==> src/rtl/pe_scheduler.sv <==
// pe_scheduler: sequences one PE job -- config latch, filter/ifmap/ipsum streams from the GLB
// through a one-word buffer, then opsum write-back, repeated per output column.
module pe_scheduler (
   input  logic        clk,
   input  logic        rst_n,
   input  logic        start,
   input  logic [12:0] cfg,
   input  logic [11:0] filter_base,
   input  logic [11:0] ifmap_base,
   input  logic [11:0] ipsum_base,
   input  logic [11:0] opsum_base,
   output logic        busy,
   output logic        done,
   output logic        mem_rd_en,
   output logic [11:0] mem_raddr,
   input  logic [31:0] mem_rdata,
   output logic        mem_we,
   output logic [11:0] mem_waddr,
   output logic [31:0] mem_wdata,
   output logic        pe_en,
   output logic [12:0] pe_config,
   output logic [31:0] pe_data,
   output logic        filter_valid,
   output logic        ifmap_valid,
   output logic        ipsum_valid,
   input  logic        filter_ready,
   input  logic        ifmap_ready,
   input  logic        ipsum_ready,
   input  logic [31:0] opsum,
   input  logic        opsum_valid,
   output logic        opsum_ready
);
   typedef enum logic [2:0] {IDLE, CFG, FILTER, IFMAP, IPSUM, OPSUM, DONE} state_t;
   state_t      state_q, state_d;
   logic [12:0] cfg_q, cfg_d;
   logic [11:0] fb_q, fb_d, ib_q, ib_d, pb_q, pb_d, ob_q, ob_d;
   logic [11:0] fi_q, fi_d, ii_q, ii_d, pi_q, pi_d, oi_q, oi_d;
   logic [4:0]  left_q, left_d, col_q, col_d;
   logic        pend_q, pend_d, full_q, full_d;
   logic [31:0] buf_q, buf_d;
   logic [2:0]  rs, p, np;
   logic [4:0]  nf, nc;
   logic        stream, rdy, hs, wr, rd, last;
   always_comb begin
      rs = {1'b0, cfg_q[11:10]} + 3'd1;
      p = {1'b0, cfg_q[8:7]} + 3'd1;
      np = cfg_q[12] ? {1'b0, cfg_q[1:0]} + 3'd1 : p;
      nf = {2'b0, p} * {2'b0, rs};
      nc = cfg_q[6:2];
      stream = state_q inside {FILTER, IFMAP, IPSUM};
      rdy = state_q == FILTER ? filter_ready : state_q == IFMAP ? ifmap_ready : ipsum_ready;
      hs = stream && full_q && rdy;
      wr = state_q == OPSUM && opsum_valid;
      // left_q counts words still to hand over, so a single read in flight never overshoots
      last = left_q == 5'd1 && (hs || wr);
      rd = stream && left_q != 5'd0 && !pend_q && !full_q;
      state_d = state_q;
      cfg_d = cfg_q;
      fb_d = fb_q;
      ib_d = ib_q;
      pb_d = pb_q;
      ob_d = ob_q;
      fi_d = fi_q + 12'(rd && state_q == FILTER);
      ii_d = ii_q + 12'(rd && state_q == IFMAP);
      pi_d = pi_q + 12'(rd && state_q == IPSUM);
      oi_d = oi_q + 12'(wr);
      left_d = left_q - 5'(hs || wr);
      col_d = col_q;
      pend_d = rd;
      full_d = pend_q || (full_q && !hs);
      buf_d = pend_q ? mem_rdata : buf_q;
      case (state_q)
         IDLE: if (start) begin
            state_d = CFG;
            cfg_d = cfg;
            fb_d = filter_base;
            ib_d = ifmap_base;
            pb_d = ipsum_base;
            ob_d = opsum_base;
            fi_d = '0;
            ii_d = '0;
            pi_d = '0;
            oi_d = '0;
            col_d = '0;
         end
         CFG: begin
            state_d = FILTER;
            left_d = nf;
         end
         FILTER: if (last) begin
            state_d = nc != 5'd0 ? IFMAP : DONE;
            left_d = {2'b0, rs};
         end
         IFMAP: if (last) begin
            state_d = IPSUM;
            left_d = {2'b0, np};
         end
         IPSUM: if (last) begin
            state_d = OPSUM;
            left_d = {2'b0, np};
         end
         OPSUM: if (last) begin
            col_d = col_q + 5'd1;
            state_d = col_q + 5'd1 == nc ? DONE : IFMAP;
            left_d = 5'd1;
         end
         default: state_d = IDLE;
      endcase
   end
   always_ff @(posedge clk or negedge rst_n)
      if (!rst_n) begin
         state_q <= IDLE;
         cfg_q <= '0;
         fb_q <= '0;
         ib_q <= '0;
         pb_q <= '0;
         ob_q <= '0;
         fi_q <= '0;
         ii_q <= '0;
         pi_q <= '0;
         oi_q <= '0;
         left_q <= '0;
         col_q <= '0;
         pend_q <= 1'b0;
         full_q <= 1'b0;
         buf_q <= '0;
      end else begin
         state_q <= state_d;
         cfg_q <= cfg_d;
         fb_q <= fb_d;
         ib_q <= ib_d;
         pb_q <= pb_d;
         ob_q <= ob_d;
         fi_q <= fi_d;
         ii_q <= ii_d;
         pi_q <= pi_d;
         oi_q <= oi_d;
         left_q <= left_d;
         col_q <= col_d;
         pend_q <= pend_d;
         full_q <= full_d;
         buf_q <= buf_d;
      end
   assign busy = state_q != IDLE;
   assign done = state_q == DONE;
   assign pe_en = state_q == CFG;
   assign pe_config = cfg_q;
   assign pe_data = buf_q;
   assign mem_rd_en = rd;
   assign mem_raddr = state_q == FILTER ? fb_q + fi_q :
                      state_q == IFMAP  ? ib_q + ii_q :
                      state_q == IPSUM  ? pb_q + pi_q : 12'd0;
   assign filter_valid = state_q == FILTER && full_q;
   assign ifmap_valid = state_q == IFMAP && full_q;
   assign ipsum_valid = state_q == IPSUM && full_q;
   assign opsum_ready = state_q == OPSUM;
   assign mem_we = wr;
   assign mem_waddr = wr ? ob_q + oi_q : 12'd0;
   assign mem_wdata = wr ? opsum : 32'd0;
endmodule

==> config.mk <==
export PLATFORM = sky130hd
export DESIGN_NAME = pe_scheduler
export DESIGN_NICKNAME = d
export VERILOG_FILES = /design/src/rtl/pe_scheduler.sv
export SDC_FILE = /design/constraint.sdc
export NUM_CORES = 1
export LEC_CHECK = 0
export ABC_CLOCK_PERIOD_IN_PS = 5040
export CORE_UTILIZATION = 47
export DETAILED_ROUTE_END_ITERATION = 10
export PLACE_DENSITY = 0.77
export RECOVER_POWER = 100
export SYNTH_ARGS = -nofsm -noshare
export SYNTH_HDL_FRONTEND = slang
export SYNTH_SLANG_ARGS = --single-unit
==> constraint.sdc <==
create_clock -name clk -period 5.04 [get_ports clk]
set_clock_uncertainty 0.15 [all_clocks]
set_input_delay 1.008 -clock clk [delete_from_list [all_inputs] [get_ports clk]]
set_output_delay 1.008 -clock clk [all_outputs]
set_load 0.03 [all_outputs]
Word level (Yosys, flattened, before mapping)
Index checks and enable logic that the tools add are counted.
{"block": "op_classes", "addsub": 13, "n_mul": 1, "n_eq_ne": 13, "mux": 31, "n_reduce_logical": 29}
{"operator": "12-bit two-way mux", "n": 12}
{"operator": "12-bit by 1-bit adder with 12-bit output", "n": 4}
{"operator": "12-bit adder", "n": 4}
{"operator": "32-bit two-way mux", "n": 1}
{"operator": "5-bit two-way mux", "n": 5}
{"operator": "3-bit two-way mux", "n": 8}
{"operator": "5-bit case mux with 4 select lines", "n": 1}
{"operator": "3-bit case mux with 6 select lines", "n": 1}
{"operator": "1-bit logical AND", "n": 14}
{"operator": "5-bit case mux with 2 select lines", "n": 1}
{"operator": "5-bit nonzero test", "n": 2}
{"operator": "2-bit by 1-bit adder with 3-bit output (second input constant)", "n": 3}
{"operator": "3-bit equality test (second input constant)", "n": 3}
{"operator": "2-bit inequality test (second input constant)", "n": 4}
{"operator": "3-bit by 2-bit equality test with 1-bit output (second input constant)", "n": 2}
{"operator": "3-bit nonzero test", "n": 2}
{"operator": "5-bit by 1-bit adder with 5-bit output (second input constant)", "n": 1}
{"operator": "5-bit by 1-bit equality test with 1-bit output (second input constant)", "n": 1}
{"operator": "5-bit equality test", "n": 1}
{"operator": "3-bit by 3-bit multiplier with 5-bit output", "n": 1}
{"operator": "5-bit AND reduction", "n": 1}
{"operator": "5-bit by 1-bit subtractor with 5-bit output", "n": 1}
{"operator": "3-bit by 1-bit equality test with 1-bit output (second input constant)", "n": 1}
{"operator": "1-bit logical NOT", "n": 3}
{"operator": "other kinds (8)", "n": 10}
{"block": "word_totals", "ff_bits": 156, "input_bits": 132}

Longest topological paths before layout
Gate-level depths: netlist of the first run.
{"block": "logic_depth", "ltp_word": 9, "ltp_mapped": 12, "ltp_nobuf": 10}

Worst setup path after synthesis of the first run
OpenSTA, ideal clock, no wires.
{"block": "synth_path", "kind": "register -> output", "from": "register ob_q[0]", "to": "output mem_waddr[10]", "arrival_time_ps": 2528, "required_ps": 3882, "slack_ps": 1354, "stages_incl_launch_ff": 10, "cell_sequence": "dfrtp_1 > ha_1 > inv_1 > fa_1 > nor2b_4 > o31ai_2 > a21oi_2 > or4_1 > and3_1 > nor3_1"}
{"block": "synth_between", "elab_chain_len": 2}
{"element": "start: declaration", "line_no": "36", "rtl": "logic [11:0] fb_q, fb_d, ib_q, ib_d, pb_q, pb_d, ob_q, ob_d;"}
{"element": "start signal: assignment", "line_no": "117", "rtl": "ob_q <= '0;"}
{"element": "start signal: assignment", "line_no": "133", "rtl": "ob_q <= ob_d;"}
{"element": "12-bit adder", "line_no": "158", "rtl": "assign mem_waddr = wr ? ob_q + oi_q : 12'd0;"}
{"element": "12-bit two-way mux", "line_no": "158"}
{"element": "end: declaration", "line_no": "18", "rtl": "output logic [11:0] mem_waddr,"}
Every way passes these cells.

Worst setup path after layout of the first run
{"block": "layout_path", "from": "register pb_q[0]", "to": "output mem_raddr[10]"}
{"block": "layout_between", "elab_chain_len": 4}
{"element": "start: declaration", "line_no": "36"}
{"element": "start signal: assignment", "line_no": "132", "rtl": "pb_q <= pb_d;"}
{"element": "12-bit adder", "line_no": "152", "rtl": "state_q == IPSUM ? pb_q + pi_q : 12'd0;"}
{"element": "12-bit two-way mux", "line_no": "152"}
{"element": "12-bit two-way mux", "line_no": "151", "rtl": "state_q == IFMAP ? ib_q + ii_q :"}
{"element": "12-bit two-way mux", "line_no": "150", "rtl": "assign mem_raddr = state_q == FILTER ? fb_q + fi_q :"}
{"element": "end: declaration", "line_no": "15", "rtl": "output logic [11:0] mem_raddr,"}
Every way passes these cells.

==> out/qor.yml, run 1 <==
status:
  status: "finished, violations left"
  violations: "capacitance limit, slew limit"
synthesis:
  synth-edff-count: 0
  ys_seq_area_share_pct: 41.5
  yosys_warnings: 0
  ys.flop_type: "dfrtp_1"
  ys_types: 73
  syn_avg_cell_area_sq_um: 9.09
  syn_inst: 1036
  synth_area_sq_um: 9410
  ys_ff_latch: 156
  synthArstFlopShare_pct: 100
  synth_fp_nets: 1235
power:
  power_density_nw_per_um2: 585
  intPower_uw: 4080
  power_frac_comb_pct: 52.7
  pwr-share-clk_pct: 16.8
  p_sw_uw: 3290
  ir_drop_mv: 0.702
  seqPwrFrac_pct: 30.5
  leakagePower_uw: 0.00603
  swShare_pct: 44.7
floorplanning:
  die_area_sq_um: 20600
  placeableCoreArea_sq_um: 19500
  rows: 51
  start_util_pct: 48.2
  die_height_microns: 144
  die_x_microns: 144
  io-pin-count: 242
routing:
  drt_drc_violations_left: 0
  drt-total-wl_mm: 25.0
  wl_per_cell_microns: 16.1
  vias_per_cell: 5.34
  firstDrtPassIters: 6
  ant_nets: 0
  drt_iter0_markers: 486
  num_vias: 8266
sta:
  min_period_ns: 4.63
  fin_setup_tns_ns: 0
  rsz0062_at_grt: "false"
  worstMarginPinSlew_ns: 3.16
  fmax_ghz: 0.216
  slew_headroom_pct: -111
  setup_viol: 0
  hold_viol: 0
  period_share_pct: 91.9
  slew_viol_final: 275
placed_design:
  gp_congestion: 0.916
  dp.final_hpwl_mm: 18.8
  port_buffers: 241
setup_path:
  worstPathCellList: "ha_1 -> fa_1 -> a211oi_1 -> o21bai_1 -> o211ai_1 -> xor2_1 -> nor2_1 -> a211o_1 -> dlygate4sd3_1"
  crit_type: "reg2out"
  cp_num_buf_inv: 1
  worst_setup_path_start_kind: "flop"
  cp.required_ns: 3.88
  critPathCaptureType: "output pin"
  crit_family: "compound AO/OA/AOI/OAI gates"
  slowest_delay_ns: 0.70
  path_max_fanout: 3
  crit_arrival_ns: 3.47
  slowest_stage: "dlygate4sd3_1"
grt:
  antenna_found_initial: 0
  grt_pass1_wl_mm: 39.5
  grt_max_degree: 91
  grt_pass1_vias: 7952
  grt.total_usage_pct: 24.6
  grt_overflow: 0
clocking:
  cts_hold_buf: 0
  cts_tree: "done"
  htree_levels: 4
  cts_resized: 0
  clk_latency_ns: 0.43
  postCtsSetupBuffers: 0
  cts_buffers: 17
  clock_sinks: 156
  cts-root-buf: "clkbuf_16"
  clk_pin_slew_ns: 0.07
  clk_path_buf_depth: 2
layout:
  mostFrequentLayoutCells: "nand2_1, dfrtp_1, dlygate4sd3_1"
  n_fill_cell: 1654
  largest_register_ffs: 32
  nets: 1468
  layout-drive-gt1-share_pct: 7.41
  area_growth_pct: 33.7
  fin_util_pct: 64.5
  final_common_cell: "nand2_1"
  diodes: 0
flow_run:
  cap_viol_max_count: 4
worst_hold_path:
  worstHoldPathType: "reg2reg"
==> tightest hold or removal path: cells and delay by family, from the launching register on <==
| family | cells | cell delay [ns] |
|---|---|---|
| AND/OR/NAND/NOR | 2 | 0.10 |
| flip-flops | 1 | 0.35 |
==> worst paths after layout <==
path	slack, ns	endpoint	from	cells past startpoint
worst max-delay path	0.41	mem_raddr[10]	pb_q[0]	9
worst min-delay path	0.34	pb_q[5]	pb_q[5]	2
worst max register to register	0.99	pb_q[0]	state_q[0]	5
worst min register to register	0.34	pb_q[5]	pb_q[5]	2
max in group asynchronous	1.33	oi_q[7]	rst_n	2
min in group asynchronous	1.08	pe_data[18]	rst_n	1
==> power by group through the flow <==
stage / Sequential, uW / Combinational [uW] / Clock [uW]
6_report: 2250 / 3880 / 1240
5_1_grt: 2320 / 4240 / 1310
3_3_place_gp: 2240 / 3950 / 0
4_1_cts: 2260 / 4040 / 1260
2_1_floorplan: 2490 / 2340 / 0
3_5_place_dp: 2270 / 3990 / 0
==> Yosys cell counts (all sizes together) (9+ instances only) <==
cell type	number	area share (%)
inv	29	1.2
nor2b	11	0.81
nand3	31	1.8
clkbuf	24	0.96
xor2	38	3.5
ha	61	8.1
or3	10	0.66
buf	14	0.86
dfrtp	156	41
nor3	12	0.64
o21ai	54	3.0
nor2	80	3.2
a211oi	11	0.88
a21o	9	0.72
nand2	219	8.8
and3	46	3.1
a21oi	49	2.7
and2	14	0.93
mux2	35	4.2
xnor2	33	3.1
==> logic make-up after synthesis <==
family	count (synthesis)	share of synthesized area, %
fa+ha+maj	67	9.38
mux	40	4.76
buf+inv	67	2.98
compound gates	180	12.3
flops	156	41.5
xor+xnor	71	6.61
simple gates	455	22.6
==> area by class of cell <==
cell class	instances	area, sq um	share of cell area, %
Timing Repair Buffer	252	2470	19.6
Multi-Input combinational cell	813	5210	41.4
Clock buffer	17	425	3.38
Sequential cell	156	3900	31.0
Tap cell	265	332	2.63
Inverter	29	109	0.865
Clock inverter	15	135	1.07
==> stage by stage <==
step                instances  instance area [sq um]  setup slack (ns)  power (uW)  hold slack [ns]
floorplan                1036                   9410              1.35        4830            0.302
global placement         1515                  12100             0.741        6200            0.314
detailed placement       1515                  12100             0.743        6270            0.325
CTS                      1547                  12600             0.505        7550            0.345
global route             1547                  12600             0.221        7870            0.368
finish                   1547                  12600             0.410        7370            0.340
==> metal layers <==
layer  global-route usage (%)  vias up  share of wire [%]
li1                         -     4049                  -
met1                     31.2     3950                 43
met2                     42.6      240                 50
met3                     4.90       27                5.7
met4                     6.55        0                1.4
met5                        0        -                  0
Note: power is estimated with default switching activity, not from simulation.
==> run 2, diff against run 1 <==
CTS_BUF_LIST = sky130_fd_sc_hd__clkbuf_16   (was not set)
GPL_TIMING_DRIVEN = 0   (was not set)
==> out/qor.yml, run 2 (synthesis results as in run 1) <==
status:
  status: "finished, violations left"
  violations: "capacitance limit, slew limit"
floorplanning:
  io-pin-count: 242
  die_area_sq_um: 20600
  rows: 51
  die_x_microns: 144
  die_height_microns: 144
  placeableCoreArea_sq_um: 19500
  start_util_pct: 48.2
clocking:
  clk_pin_slew_ns: 0.06
  clk_latency_ns: 0.43
  cts_tree: "done"
  cts_hold_buf: 0
  htree_levels: 4
  postCtsSetupBuffers: 0
  cts_buffers: 17
  cts_resized: 0
  cts-root-buf: "clkbuf_16"
  clk_path_buf_depth: 2
  clock_sinks: 156
sta:
  slew_viol_final: 159
  hold_slack_ns: 0.335
  worstMarginPinSlew_ns: 2.30
  setup_viol: 0
  hold_viol: 0
  slew_headroom_pct: -53.5
  rsz0062_at_grt: "false"
  fmax_ghz: 0.212
  period_share_pct: 93.4
  min_period_ns: 4.71
layout:
  fin_util_pct: 64.9
  nets: 1496
  diodes: 0
  mostFrequentLayoutCells: "nand2_1, dfrtp_1, clkdlybuf4s50_1"
  final_common_cell: "nand2_1"
  n_fill_cell: 1636
  largest_register_ffs: 32
  area_growth_pct: 34.5
  layout-drive-gt1-share_pct: 6.34
setup_path:
  reg2reg_depth: 9
  critPathCaptureType: "output pin"
  cp.required_ns: 3.88
  worstReg2RegStart: "state_q[1]"
  crit_start: "fi_q[1]"
  worst_setup_path_start_kind: "flop"
  crit_arrival_ns: 3.55
  path_max_fanout: 4
  reg2reg_to: "left_q[4]"
  crit_type: "reg2out"
  r2r_slack_ns: 1.60
grt:
  grt_pass1_wl_mm: 41.5
  grt.total_usage_pct: 26.5
  antenna_found_initial: 0
  grt_overflow: 0
  grt_max_degree: 114
  grt_pass1_vias: 8106
worst_hold_path:
  worstHoldPathType: "reg2reg"
  min-delay-start: "ob_q[4]"
  holdPathStages: 2
  min_to: "ob_q[4]"
power:
  ir_drop_mv: 0.733
  leakagePower_uw: 0.00604
  power_density_nw_per_um2: 588
placed_design:
  dp.final_hpwl_mm: 20.4
  gp_congestion: 0.936
  port_buffers: 241
routing:
  drt_iter0_markers: 602
  firstDrtPassIters: 5
  drt_drc_violations_left: 0
  drt-total-wl_mm: 26.7
  wl_per_cell_microns: 17.0
  vias_per_cell: 5.37
  ant_nets: 0
  num_vias: 8450
flow_run:
  cap_viol_max_count: 2
[run 2: worst max-delay path by stage]
stage	slack (ns)	to	cells after the start
final	0.33	mem_raddr[11]	8
after global routing	0.08	mem_raddr[11]	8
after CTS	0.41	mem_raddr[11]	8
after detailed placement	0.82	mem_waddr[5]	6
after global placement	-3.68	fb_q[6]	1
after floorplan	1.35	mem_waddr[10]	9
[run 2: final cells by class]
class	instances	area [sq um]	share of cell area (%)
plain buffers	38	153	1.21
clock buffers	17	425	3.36
clock inverters	15	148	1.17
inverters	29	109	0.859
multi-input cells	813	5180	40.9
flip-flops and latches	156	3900	30.8
well taps	265	332	2.62
repair buffers	242	2410	19.1
[run 2: power by group]
part,switching [uW],internal (uW),total [uW]
clock network,541,727,1270
registers,447,1770,2220
logic,2290,1660,3950
total,3280,4160,7440
[run 2: metal layers]
layer / routed length [microns] / GRT usage, % / vias up
li1: - / - / 4106
met3: 1600 / 5.20 / 34
met2: 13100 / 44.9 / 272
met5: 0 / 0 / -
met1: 11500 / 34.1 / 4038
met4: 489 / 8.01 / 0
[run 2: per-stage QoR]
stage / total power [uW] / std cells / area (sq um) / TNS [ns] / setup slack, ns
floorplan: 4830 / 1036 / 9410 / 0 / 1.35
global placement: 6210 / 1542 / 12200 / -571.91 / -3.68
detailed placement: 6290 / 1543 / 12200 / 0 / 0.822
CTS: 7610 / 1575 / 12800 / 0 / 0.410
global route: 7930 / 1575 / 12700 / 0 / 0.0835
finish: 7440 / 1575 / 12700 / 0 / 0.334
[run 2: worst max-delay path, cell delays in order, from the launching register on]
cell and delay, ns:
dfrtp_1 0.42, ha_1 0.30, a211oi_1 0.31, o21bai_1 0.14
a211oi_1 0.42, nor2_1 0.09, nor4b_1 0.39, a22o_1 0.29
dlygate4sd3_1 0.76
